File: config.mk
export PLATFORM = sky130hd
export DESIGN_NAME = jtframe_sdram_arb
export DESIGN_NICKNAME = d
export VERILOG_FILES = /design/src/rtl/jtframe_sdram_arb_pkg.sv /design/src/rtl/jtframe_sdram_arb_slot.sv /design/src/rtl/jtframe_sdram_arb.sv
export SDC_FILE = /design/constraint.sdc
export NUM_CORES = 1
export LEC_CHECK = 0
export CAP_MARGIN = 5
export CORE_MARGIN = 3
export CORE_UTILIZATION = 39
export CTS_BUF_LIST = sky130_fd_sc_hd__clkbuf_8
export DETAILED_ROUTE_END_ITERATION = 10
export DONT_BUFFER_PORTS = 1
export PLACE_DENSITY = 0.54
export SLEW_MARGIN = 20
export SYNTH_ARGS = -nofsm -noshare
export SYNTH_HDL_FRONTEND = slang
export SYNTH_SLANG_ARGS = --single-unit
File: constraint.sdc
create_clock -name clk -period 2.6 [get_ports clk]
set_input_delay 0.52 -clock clk [delete_from_list [all_inputs] [get_ports clk]]
set_output_delay 0.52 -clock clk [all_outputs]
set_load 0.005 [all_outputs]
File: src/rtl/jtframe_sdram_arb_pkg.sv
// Shared constants for the frame SDRAM read-port arbiter.
// States are plain localparam constants so that legacy code can compare them directly.
package jtframe_sdram_arb_pkg;

  localparam int unsigned N_MAX = 8;
  localparam int unsigned ST_W  = 2;

  localparam logic [ST_W-1:0] ST_IDLE     = 2'd0;
  localparam logic [ST_W-1:0] ST_WAIT_ACK = 2'd1;
  localparam logic [ST_W-1:0] ST_WAIT_RDY = 2'd2;

endpackage

File: src/rtl/jtframe_sdram_arb_slot.sv
// One-entry hit buffer for a single ROM requester slot.
// Ports:
//   clk, rst_n  : clock, async active-low reset
//   inv         : clear the valid bit (ROM download)
//   wr          : load wr_addr/wr_data and set valid
//   addr        : the slot's current request address
//   hit_c       : buffer valid and tag equals addr (combinational)
//   data        : buffered read data
module jtframe_sdram_arb_slot #(
  parameter int unsigned AW = 22,
  parameter int unsigned DW = 32
) (
  input  logic          clk,
  input  logic          rst_n,
  input  logic          inv,
  input  logic          wr,
  input  logic [AW-1:0] wr_addr,
  input  logic [DW-1:0] wr_data,
  input  logic [AW-1:0] addr,
  output logic          hit_c,
  output logic [DW-1:0] data
);

  logic          valid;
  logic [AW-1:0] tag;

  // Invalidate wins over a write so a download always leaves the buffer empty.
  always_ff @(posedge clk or negedge rst_n) begin
    if (!rst_n) begin
      valid <= 1'b0;
      tag   <= '0;
      data  <= '0;
    end else begin
      if (inv)     valid <= 1'b0;
      else if (wr) valid <= 1'b1;
      if (wr) begin
        tag  <= wr_addr;
        data <= wr_data;
      end
    end
  end

  assign hit_c = valid && (tag == addr);

endmodule

File: src/rtl/jtframe_sdram_arb.sv
// Arbitrates the single frame SDRAM read port among N ROM requester slots,
// with a one-entry hit buffer per slot.
// Optional feature: define JTFRAME_SDRAM_ARB_RR_EN for round-robin miss grant;
// otherwise misses are granted by fixed priority (lowest index).
// Ports:
//   clk, rst_n              : clock, async active-low reset
//   downloading             : ROM download active, blocks arbitration
//   slot_req/slot_addr      : per-slot request level and address (slot i at [i*AW +: AW])
//   slot_ok/slot_dout       : one-cycle data-valid pulse per slot, shared data bus
//   sdram_req/sdram_addr    : request to the SDRAM controller
//   sdram_ack/data_rdy/data_read : controller handshake and read data
//   refresh_en              : controller may refresh
module jtframe_sdram_arb
  import jtframe_sdram_arb_pkg::*;
#(
  parameter int unsigned N  = 4,
  parameter int unsigned AW = 22,
  parameter int unsigned DW = 32
) (
  input  logic            clk,
  input  logic            rst_n,
  input  logic            downloading,
  input  logic [N-1:0]    slot_req,
  input  logic [N*AW-1:0] slot_addr,
  output logic [N-1:0]    slot_ok,
  output logic [DW-1:0]   slot_dout,
  output logic            sdram_req,
  output logic [AW-1:0]   sdram_addr,
  input  logic            sdram_ack,
  input  logic            data_rdy,
  input  logic [DW-1:0]   data_read,
  output logic            refresh_en
);

  localparam int unsigned GW = (N > 1) ? $clog2(N) : 1;
  localparam int unsigned NS = (N > N_MAX) ? N_MAX : N;

  logic [ST_W-1:0] state, state_n;
  logic [GW-1:0]   grant, grant_n;
  logic            abort, abort_n;
  logic            sdram_req_n;
  logic [AW-1:0]   sdram_addr_n;
  logic [N-1:0]    slot_ok_n;
  logic [DW-1:0]   slot_dout_n;
  logic            refresh_en_n;

  logic            inv_c, wr_c, do_rdy_c;
  logic            hit_found_c, miss_found_c;
  logic [GW-1:0]   hit_idx_c, miss_idx_c;
  logic [N-1:0]    hit_c, elig_c;
  logic [AW-1:0]   req_addr [N];
  logic [DW-1:0]   buf_data [N];

  // A slot just served is masked for one cycle so a held request is not re-served.
  assign elig_c = slot_req & ~slot_ok;

  for (genvar gi = 0; gi < N; gi++) begin : g_slot
    assign req_addr[gi] = slot_addr[gi*AW +: AW];

    jtframe_sdram_arb_slot #(.AW(AW), .DW(DW)) u_slot (
      .clk     (clk),
      .rst_n   (rst_n),
      .inv     (inv_c),
      .wr      (wr_c && (grant == GW'(gi))),
      .wr_addr (sdram_addr),
      .wr_data (data_read),
      .addr    (req_addr[gi]),
      .hit_c   (hit_c[gi]),
      .data    (buf_data[gi])
    );
  end

`ifdef JTFRAME_SDRAM_ARB_RR_EN
  // Next slot to search from; advances only on an SDRAM grant.
  logic [GW-1:0] rr_ptr, rr_ptr_n;
  logic [GW-1:0] rr_idx_c;

  always_ff @(posedge clk or negedge rst_n) begin
    if (!rst_n) rr_ptr <= '0;
    else        rr_ptr <= rr_ptr_n;
  end
`endif

  // Hit and miss selection; loops run downwards so the lowest candidate wins.
  always_comb begin
    hit_found_c  = 1'b0;
    hit_idx_c    = '0;
    miss_found_c = 1'b0;
    miss_idx_c   = '0;
    for (int i = NS - 1; i >= 0; i--) begin
      if (elig_c[i] && hit_c[i]) begin
        hit_found_c = 1'b1;
        hit_idx_c   = GW'(i);
      end
    end
`ifdef JTFRAME_SDRAM_ARB_RR_EN
    rr_idx_c = '0;
    for (int k = NS - 1; k >= 0; k--) begin
      rr_idx_c = GW'((int'(rr_ptr) + k) % int'(NS));
      if (elig_c[rr_idx_c]) begin
        miss_found_c = 1'b1;
        miss_idx_c   = rr_idx_c;
      end
    end
`else
    for (int i = NS - 1; i >= 0; i--) begin
      if (elig_c[i]) begin
        miss_found_c = 1'b1;
        miss_idx_c   = GW'(i);
      end
    end
`endif
  end

  // Next-state and output logic.
  always_comb begin
    state_n      = state;
    grant_n      = grant;
    abort_n      = abort;
    sdram_req_n  = sdram_req;
    sdram_addr_n = sdram_addr;
    slot_ok_n    = '0;
    slot_dout_n  = slot_dout;
    refresh_en_n = downloading || ((state == ST_IDLE) && (elig_c == '0));
    inv_c        = 1'b0;
    wr_c         = 1'b0;
    do_rdy_c     = 1'b0;
`ifdef JTFRAME_SDRAM_ARB_RR_EN
    rr_ptr_n     = rr_ptr;
`endif

    case (state)
      ST_IDLE: begin
        if (downloading) begin
          inv_c = 1'b1;
        end else if (hit_found_c) begin
          slot_ok_n   = N'(1) << hit_idx_c;
          slot_dout_n = buf_data[hit_idx_c];
        end else if (miss_found_c) begin
          grant_n      = miss_idx_c;
          sdram_addr_n = req_addr[miss_idx_c];
          sdram_req_n  = 1'b1;
          abort_n      = 1'b0;
          state_n      = ST_WAIT_ACK;
`ifdef JTFRAME_SDRAM_ARB_RR_EN
          rr_ptr_n = (miss_idx_c == GW'(NS - 1)) ? '0 : GW'(miss_idx_c + GW'(1));
`endif
        end
      end
      ST_WAIT_ACK: begin
        if (downloading) abort_n = 1'b1;
        if (sdram_ack) begin
          sdram_req_n = 1'b0;
          // Ack and ready together: finish the read in the same cycle.
          do_rdy_c    = data_rdy;
          state_n     = data_rdy ? ST_IDLE : ST_WAIT_RDY;
        end
      end
      ST_WAIT_RDY: begin
        if (downloading) abort_n = 1'b1;
        if (data_rdy) begin
          do_rdy_c = 1'b1;
          state_n  = ST_IDLE;
        end
      end
      default: begin
        sdram_req_n = 1'b0;
        state_n     = ST_IDLE;
      end
    endcase

    // A download during the access discards the data entirely; a request that
    // dropped or moved address still fills the buffer but gets no pulse.
    if (do_rdy_c && !abort && !downloading) begin
      wr_c = 1'b1;
      if (slot_req[grant] && (req_addr[grant] == sdram_addr)) begin
        slot_ok_n   = N'(1) << grant;
        slot_dout_n = data_read;
      end
    end
  end

  always_ff @(posedge clk or negedge rst_n) begin
    if (!rst_n) begin
      state      <= ST_IDLE;
      grant      <= '0;
      abort      <= 1'b0;
      sdram_req  <= 1'b0;
      sdram_addr <= '0;
      slot_ok    <= '0;
      slot_dout  <= '0;
      refresh_en <= 1'b0;
    end else begin
      state      <= state_n;
      grant      <= grant_n;
      abort      <= abort_n;
      sdram_req  <= sdram_req_n;
      sdram_addr <= sdram_addr_n;
      slot_ok    <= slot_ok_n;
      slot_dout  <= slot_dout_n;
      refresh_en <= refresh_en_n;
    end
  end

endmodule

======== Word level (Yosys, flattened, before mapping) ========
Index checks and enable logic that the tools add are counted.
word-level totals
  memory bits (read-only) ................. 0
  output and inout bits ................... 60
  bits in writable memories ............... 0
  register bits after elaboration ......... 285
  bits in latches ......................... 0
  memories ................................ 0
  logic and storage cells ................. 150
operators by class
  $add $sub $neg .......................... 0
  reductions and logical operators ........ 32
  divide/modulo/power cells ............... 0
  magnitude comparators ................... 4
  shift-type cells ........................ 2
  bitwise operators ....................... 8
  eq/ne operators ......................... 16
  $mul .................................... 0
  muxes and demuxes ....................... 68
operators with widths
  kind                 count
  $mux 32              7
  $eq 22x22->1         5
  $bmux 22 s2          2
  $mux 22              4
  $bmux 32 s2          1
  $mux 1               30
  $mux 2               14
  $mux 4               5
  $logic_and 1x1->1    16
  $reduce_and 5->1     3
  $ne 2x2->1 const B   5
  $reduce_bool 2->1    5
  $ge 3x3->1 const B   3
  $not 2->3            3
  $shl 1x2->4 const A  2
  $eq 2x2->1 const B   3
  $pmux 2 s3           1
  $and 4x4->4          1
  $eq 2x1->1 const B   2
  $logic_not 2->1      2
  $logic_not 4->1      1
  $not 4->4            1
  $pmux 1 s2           2
  $reduce_and 4->1     1
  8 further kinds      11

======== Depth between registers and ports, before layout ========
  depth after elaboration ................. 16
  mapped depth ............................ 12
  mapped depth without buffers ............ 9

======== Modules after synthesis ========
Synthesis repeated with hierarchy kept, for this count alone.
second synthesis, totals
  cells, all modules ...................... 1224
  area, all modules ....................... 14655.3 µm²
by module, submodules not included
  module                  cells an instance  instances  sequential area each (µm²)  area each (µm²)
  jtframe_sdram_arb_slot  147                4          1376.3                      2304.7
  jtframe_sdram_arb       636                1          1626.6                      5436.5

======== Worst setup path after synthesis ========
OpenSTA, ideal clock, no wires.
  kind .................................... reg2reg
  from .................................... register state[0]
  to ...................................... register g_slot[0].u_slot.data[14]
  data arrival time ....................... 2.534 ns
  path buffers ............................ 3
  cell stages (with the launch flop) ...... 10
  library setup time ...................... 0.125 ns
  slack ................................... -0.059 ns
  path through ............................ dfrtp_1 > inv_1 > ha_1 > nand2_1 > or4_1 > clkbuf_1 > nor3_1 > clkbuf_1 > clkbuf_1 > mux2_2
between the ends
  word-level cells in the longest chain between the ends .. 6
  elaborated cells between the ends (all ways) .. 7
  those cells by class .................... 2 x eq/ne; 2 x mux; 3 x reduce/logical
ends and longest elaborated chain
  element                                          line                          source
  from (decl)                                      jtframe_sdram_arb.sv:38       logic [ST_W-1:0] state, state_n;
  from (signal assigned)                           jtframe_sdram_arb.sv:194      state <= state_n;
  $eq 2x2->1 / $eq 2x1->1 (equally long branches)  jtframe_sdram_arb.sv:132      case (state)
  $pmux 1 s2 (*)                                   jtframe_sdram_arb.sv:132
  $logic_and 1x1->1 (*) (2 in series)              jtframe_sdram_arb.sv:174      if (do_rdy_c && !abort && !downloading) begin
  $mux 1 (*)                                       jtframe_sdram_arb.sv:174
  $logic_and 1x1->1 (*)                            jtframe_sdram_arb.sv:64       .wr (wr_c && (grant == GW'(gi))),
  to (signal assigned)                             jtframe_sdram_arb_slot.sv:38  data <= wr_data;
  to (decl)                                        jtframe_sdram_arb_slot.sv:21  output logic [DW-1:0] data
Mark *: on every way between the ends. The rest lies on a longest branch, timed or not.
A chain may end at the register's enable or synchronous reset.

======== Final worst setup path ========
  from .................................... register grant[1]
  to ...................................... register slot_dout[28]
between the ends
  word-level cells in the longest chain between the ends .. 8
  elaborated cells between the ends (all ways) .. 10
  those cells by class .................... 1 x eq/ne; 7 x mux; 1 x bitwise; 1 x reduce/logical
ends and longest elaborated chain
  element                                      line                      source
  from (decl)                                  jtframe_sdram_arb.sv:39   logic [GW-1:0] grant, grant_n;
  from (signal assigned)                       jtframe_sdram_arb.sv:195  grant <= grant_n;
  $not 2->3 (not written as such)              jtframe_sdram_arb.sv:176  if (slot_req[grant] && (req_addr[grant] == sdram_addr)) begin
  $bmux 22 s2                                  jtframe_sdram_arb.sv:176
  $mux 22 (not written as such) (2 in series)  jtframe_sdram_arb.sv:176
  $eq 22x22->1                                 jtframe_sdram_arb.sv:176
  $logic_and 1x1->1 (*)                        jtframe_sdram_arb.sv:176
  $mux 32 (*)                                  jtframe_sdram_arb.sv:176
  $mux 32 (*)                                  jtframe_sdram_arb.sv:174
  net slot_dout_n[28]                          jtframe_sdram_arb.sv:44   logic [DW-1:0] slot_dout_n;
  to (signal assigned)                         jtframe_sdram_arb.sv:200  slot_dout <= slot_dout_n;
  to (decl)                                    jtframe_sdram_arb.sv:26   output logic [DW-1:0] slot_dout,
The timed path passes the listed nets; every way through them passes the cells marked *. The select of a mux whose other input is x is not followed.

==> flow_summary.toml <==
[synth]
synth_fp_nets = 1407
synth_cell_types = 53
ys_ff_latch = 285
synthesis.area_sq_mm = 0.0154
yosys_warnings = 0
syn_inst = 1275
ys_seq_area_share_pct = 46.4
yosys_most_used_dff = "dfrtp_1"
ys_async_sr_fraction_pct = 100
post_synth_most_frequent_cells = "dfrtp_1, mux2_2, xor2_1"
synth_top_area_cell = "dfrtp_1"
yosys.cell_count.top_type = "dfrtp_1"
synthTopCellsByArea = "dfrtp_1, mux2_2, mux4_2, xor2_1, and3_1"
synth-edff-count = 0
synth_area_per_cell_sq_um = 12.1
synth_top_area_share_pct = 46.4

[cts]
clockBufferDepth = 3
htreeDepth = 2
clk_pin_slew_ps = 60
cts_sinks = 285
clock_latency_ps = 650
cts_root_buffer = "clkbuf_8"
cts_made_buffers = 52
hold_buffers = 32
cts_tree = "built"

[hold_path]
hp-class = "in2async"

[sta]
relSlewSlack_pct = 31.8
tightest_slew_ps = 1020
fin_hold_ws_ps = -427
fin_ws_ps = -302
final.setup.tns_ps = -9450
maxSlewViolCount = 0
rsz0062_at_grt = "yes"
hold_viol = 285
period_share_pct = 112
max_freq_mhz = 345
period_minus_slack_ps = 2900
setup_viol = 36
skew_ps = 45.8

[placed_design]
hpwlAfterDp_mm = 35.1
routabilityCongestion = 0.878
port_buffers = 0
pre_cts_ws_ps = -680
dp.cells = 1875

[floorplan]
die_h_um = 205
ios = 189
core.rowCount = 72
start_util_pct = 39.6
die_w_um = 205
die_area_sq_mm = 0.0418
coreArea_sq_mm = 0.0388

[worst_setup_path]
critPathKind = "reg2reg"
crit_path_top_delay_cell = "dfrtp_4"
cp-start-kind = "flip-flop"
critPathArrivalTime_ps = 3400
path_cells = "buf_12 > buf_4 > buf_4 > mux4_2 > xnor2_2 > nand3_1 > a2111o_2 > buf_12 > buf_16 > o21ai_1 > o22ai_1"
critical_path.max_fanout = 9
crit_path_end_kind = "flip-flop"
crit_required_ps = 3100
slowest_delay_ps = 510

[global_routing]
grt_pass1_vias = 12500
gr-usage-met1_pct = 35.3
met3_usage_pct = 5.75
grt.total_usage_pct = 25.9
grt_pass1_wl_mm = 81.5
globalRoute.totalOverflow = 0
globalRoute.busiestLayer = "met2"
grtUsageMet2_pct = 41.4
antenna_found_initial = 0
grt_max_degree = 286

[power]
powerDensity_mw_per_mm2 = 799
p_leak_nw = 9.07
ir_drop_uv = 373

[drt]
drt_first_pass_iters = 5
wl_per_cell_um = 27.2
final_antenna_net_count = 0
viasPerCell = 5.89
route.vias.total = 11900
wl_mm = 55.1
drc = 0
drt_iter0_markers = 849

[run]
max_cap_viol_count = 0

[cells_and_area]
drive_gt1_share_pct = 43.0
nNetsFinal = 1598
instances_no_fill = 2025
syn2layout_area_growth_pct = 27.6
n_antenna_cell = 0
fillers = 3468

[outcome]
violations = "negative hold slack, negative setup slack"
outcome = "finished with violations"
through the flow:
step / utilization, % / area, sq um / power [mW] / hold slack (ps)
after floorplan: - / 15400 / 9.00 / 224
final: 50.5 / 19600 / 15.7 / -427
after detailed placement: 44.7 / 17300 / 10.9 / 234
after global routing: 50.5 / 19600 / 16.4 / -453
after CTS: 49.2 / 19100 / 15.6 / -461
after global placement: 44.7 / 17300 / 10.8 / 236
final timing paths:
kind | slack [ps] | cells after the start | endpoint | from
setup / recovery | -300 | 11 | slot_dout[28] | grant[1]
hold / removal | -430 | 0 | sdram_addr[20] | rst_n
setup reg to reg | -300 | 11 | slot_dout[28] | grant[1]
hold reg to reg | 500 | 1 | g_slot[1].u_slot.data[12] | g_slot[1].u_slot.data[12]
max in group asynchronous | 2170 | 0 | g_slot[2].u_slot.data[8] | rst_n
min in group clk | 40 | 2 | slot_dout[18] | data_read[18]
cell usage in the layout, fill, tap and decap left out, types with 7 or more instances in the layout:
cell type      instances
dlygate4sd3_1         32
clkbuf_8              61
inv_1                 62
a22oi_1               31
clkinv_2               7
mux2_2               236
nand2_1               19
a2111oi_1              7
nor2_1                 7
a2bb2oi_1             31
xor2_1                63
a2111oi_0             20
nand4_1               17
buf_12                25
nor4_1                25
mux2i_1                8
xnor2_1               23
o22ai_1               29
mux4_2                40
a21oi_1               10
nor3_1                10
a211o_1               31
and3_1                62
dfrtp_1              283
xor2_2                21
nand3_1               41
buf_4                158
o21ai_0                8
o21ai_2               26
cells by family after synthesis:
kind of cell	share of synthesized area [%]
adders and majority gates	0.244
AOI/OAI and AO/OA	11.0
buffers and inverters	3.87
DFF	46.4
xor gates and xnor gates	6.50
and+or+nand+nor	8.36
muxes	23.7
critical path, delay by kind of cell, from the launching register on:
family | cells | cell delay, ps
buf+inv | 5 | 830
mux | 1 | 450
flops | 1 | 510
xor+xnor | 1 | 170
compound gates | 3 | 660
simple gates | 1 | 150
state kept, by name, indices dropped and copies added (netlist names), 2 cells and up:
register,cells
g_slot.u_slot.data,128
g_slot.u_slot.tag,88
slot_dout,32
sdram_addr,22
g_slot.u_slot.valid,4
slot_ok,4
grant,2
state,2
final cells by class:
type                       instances  area, sq um  share of cell area [%]
inverter                          42          158                   0.804
clock buffer                      61          840                    4.28
tap                              518          648                    3.30
sequential                       285         7140                    36.4
clock inverter                    34          216                    1.10
multi-input combinational        851         8220                    41.9
timing repair buffer             234         2390                    12.2
power by group:
part	internal, mW	switching [mW]
clock network	2.34	2.04
logic	2.63	2.13
registers	5.53	1.00
total	10.5	5.17
routing by layer:
layer	wire, um	part of all wire, %
met5	0	0
met4	1300	2.4
met3	3950	7.2
met2	25800	47
met1	24100	44
repair_timing:
action	CTS	global route
endpoints found under the hold margin	398	285
cloned	6	5
setup endpoints to repair	114	116
setup buffers	7	6
resized for setup	47	89
pin swaps	8	8
Power figures use the tool's default switching activity.
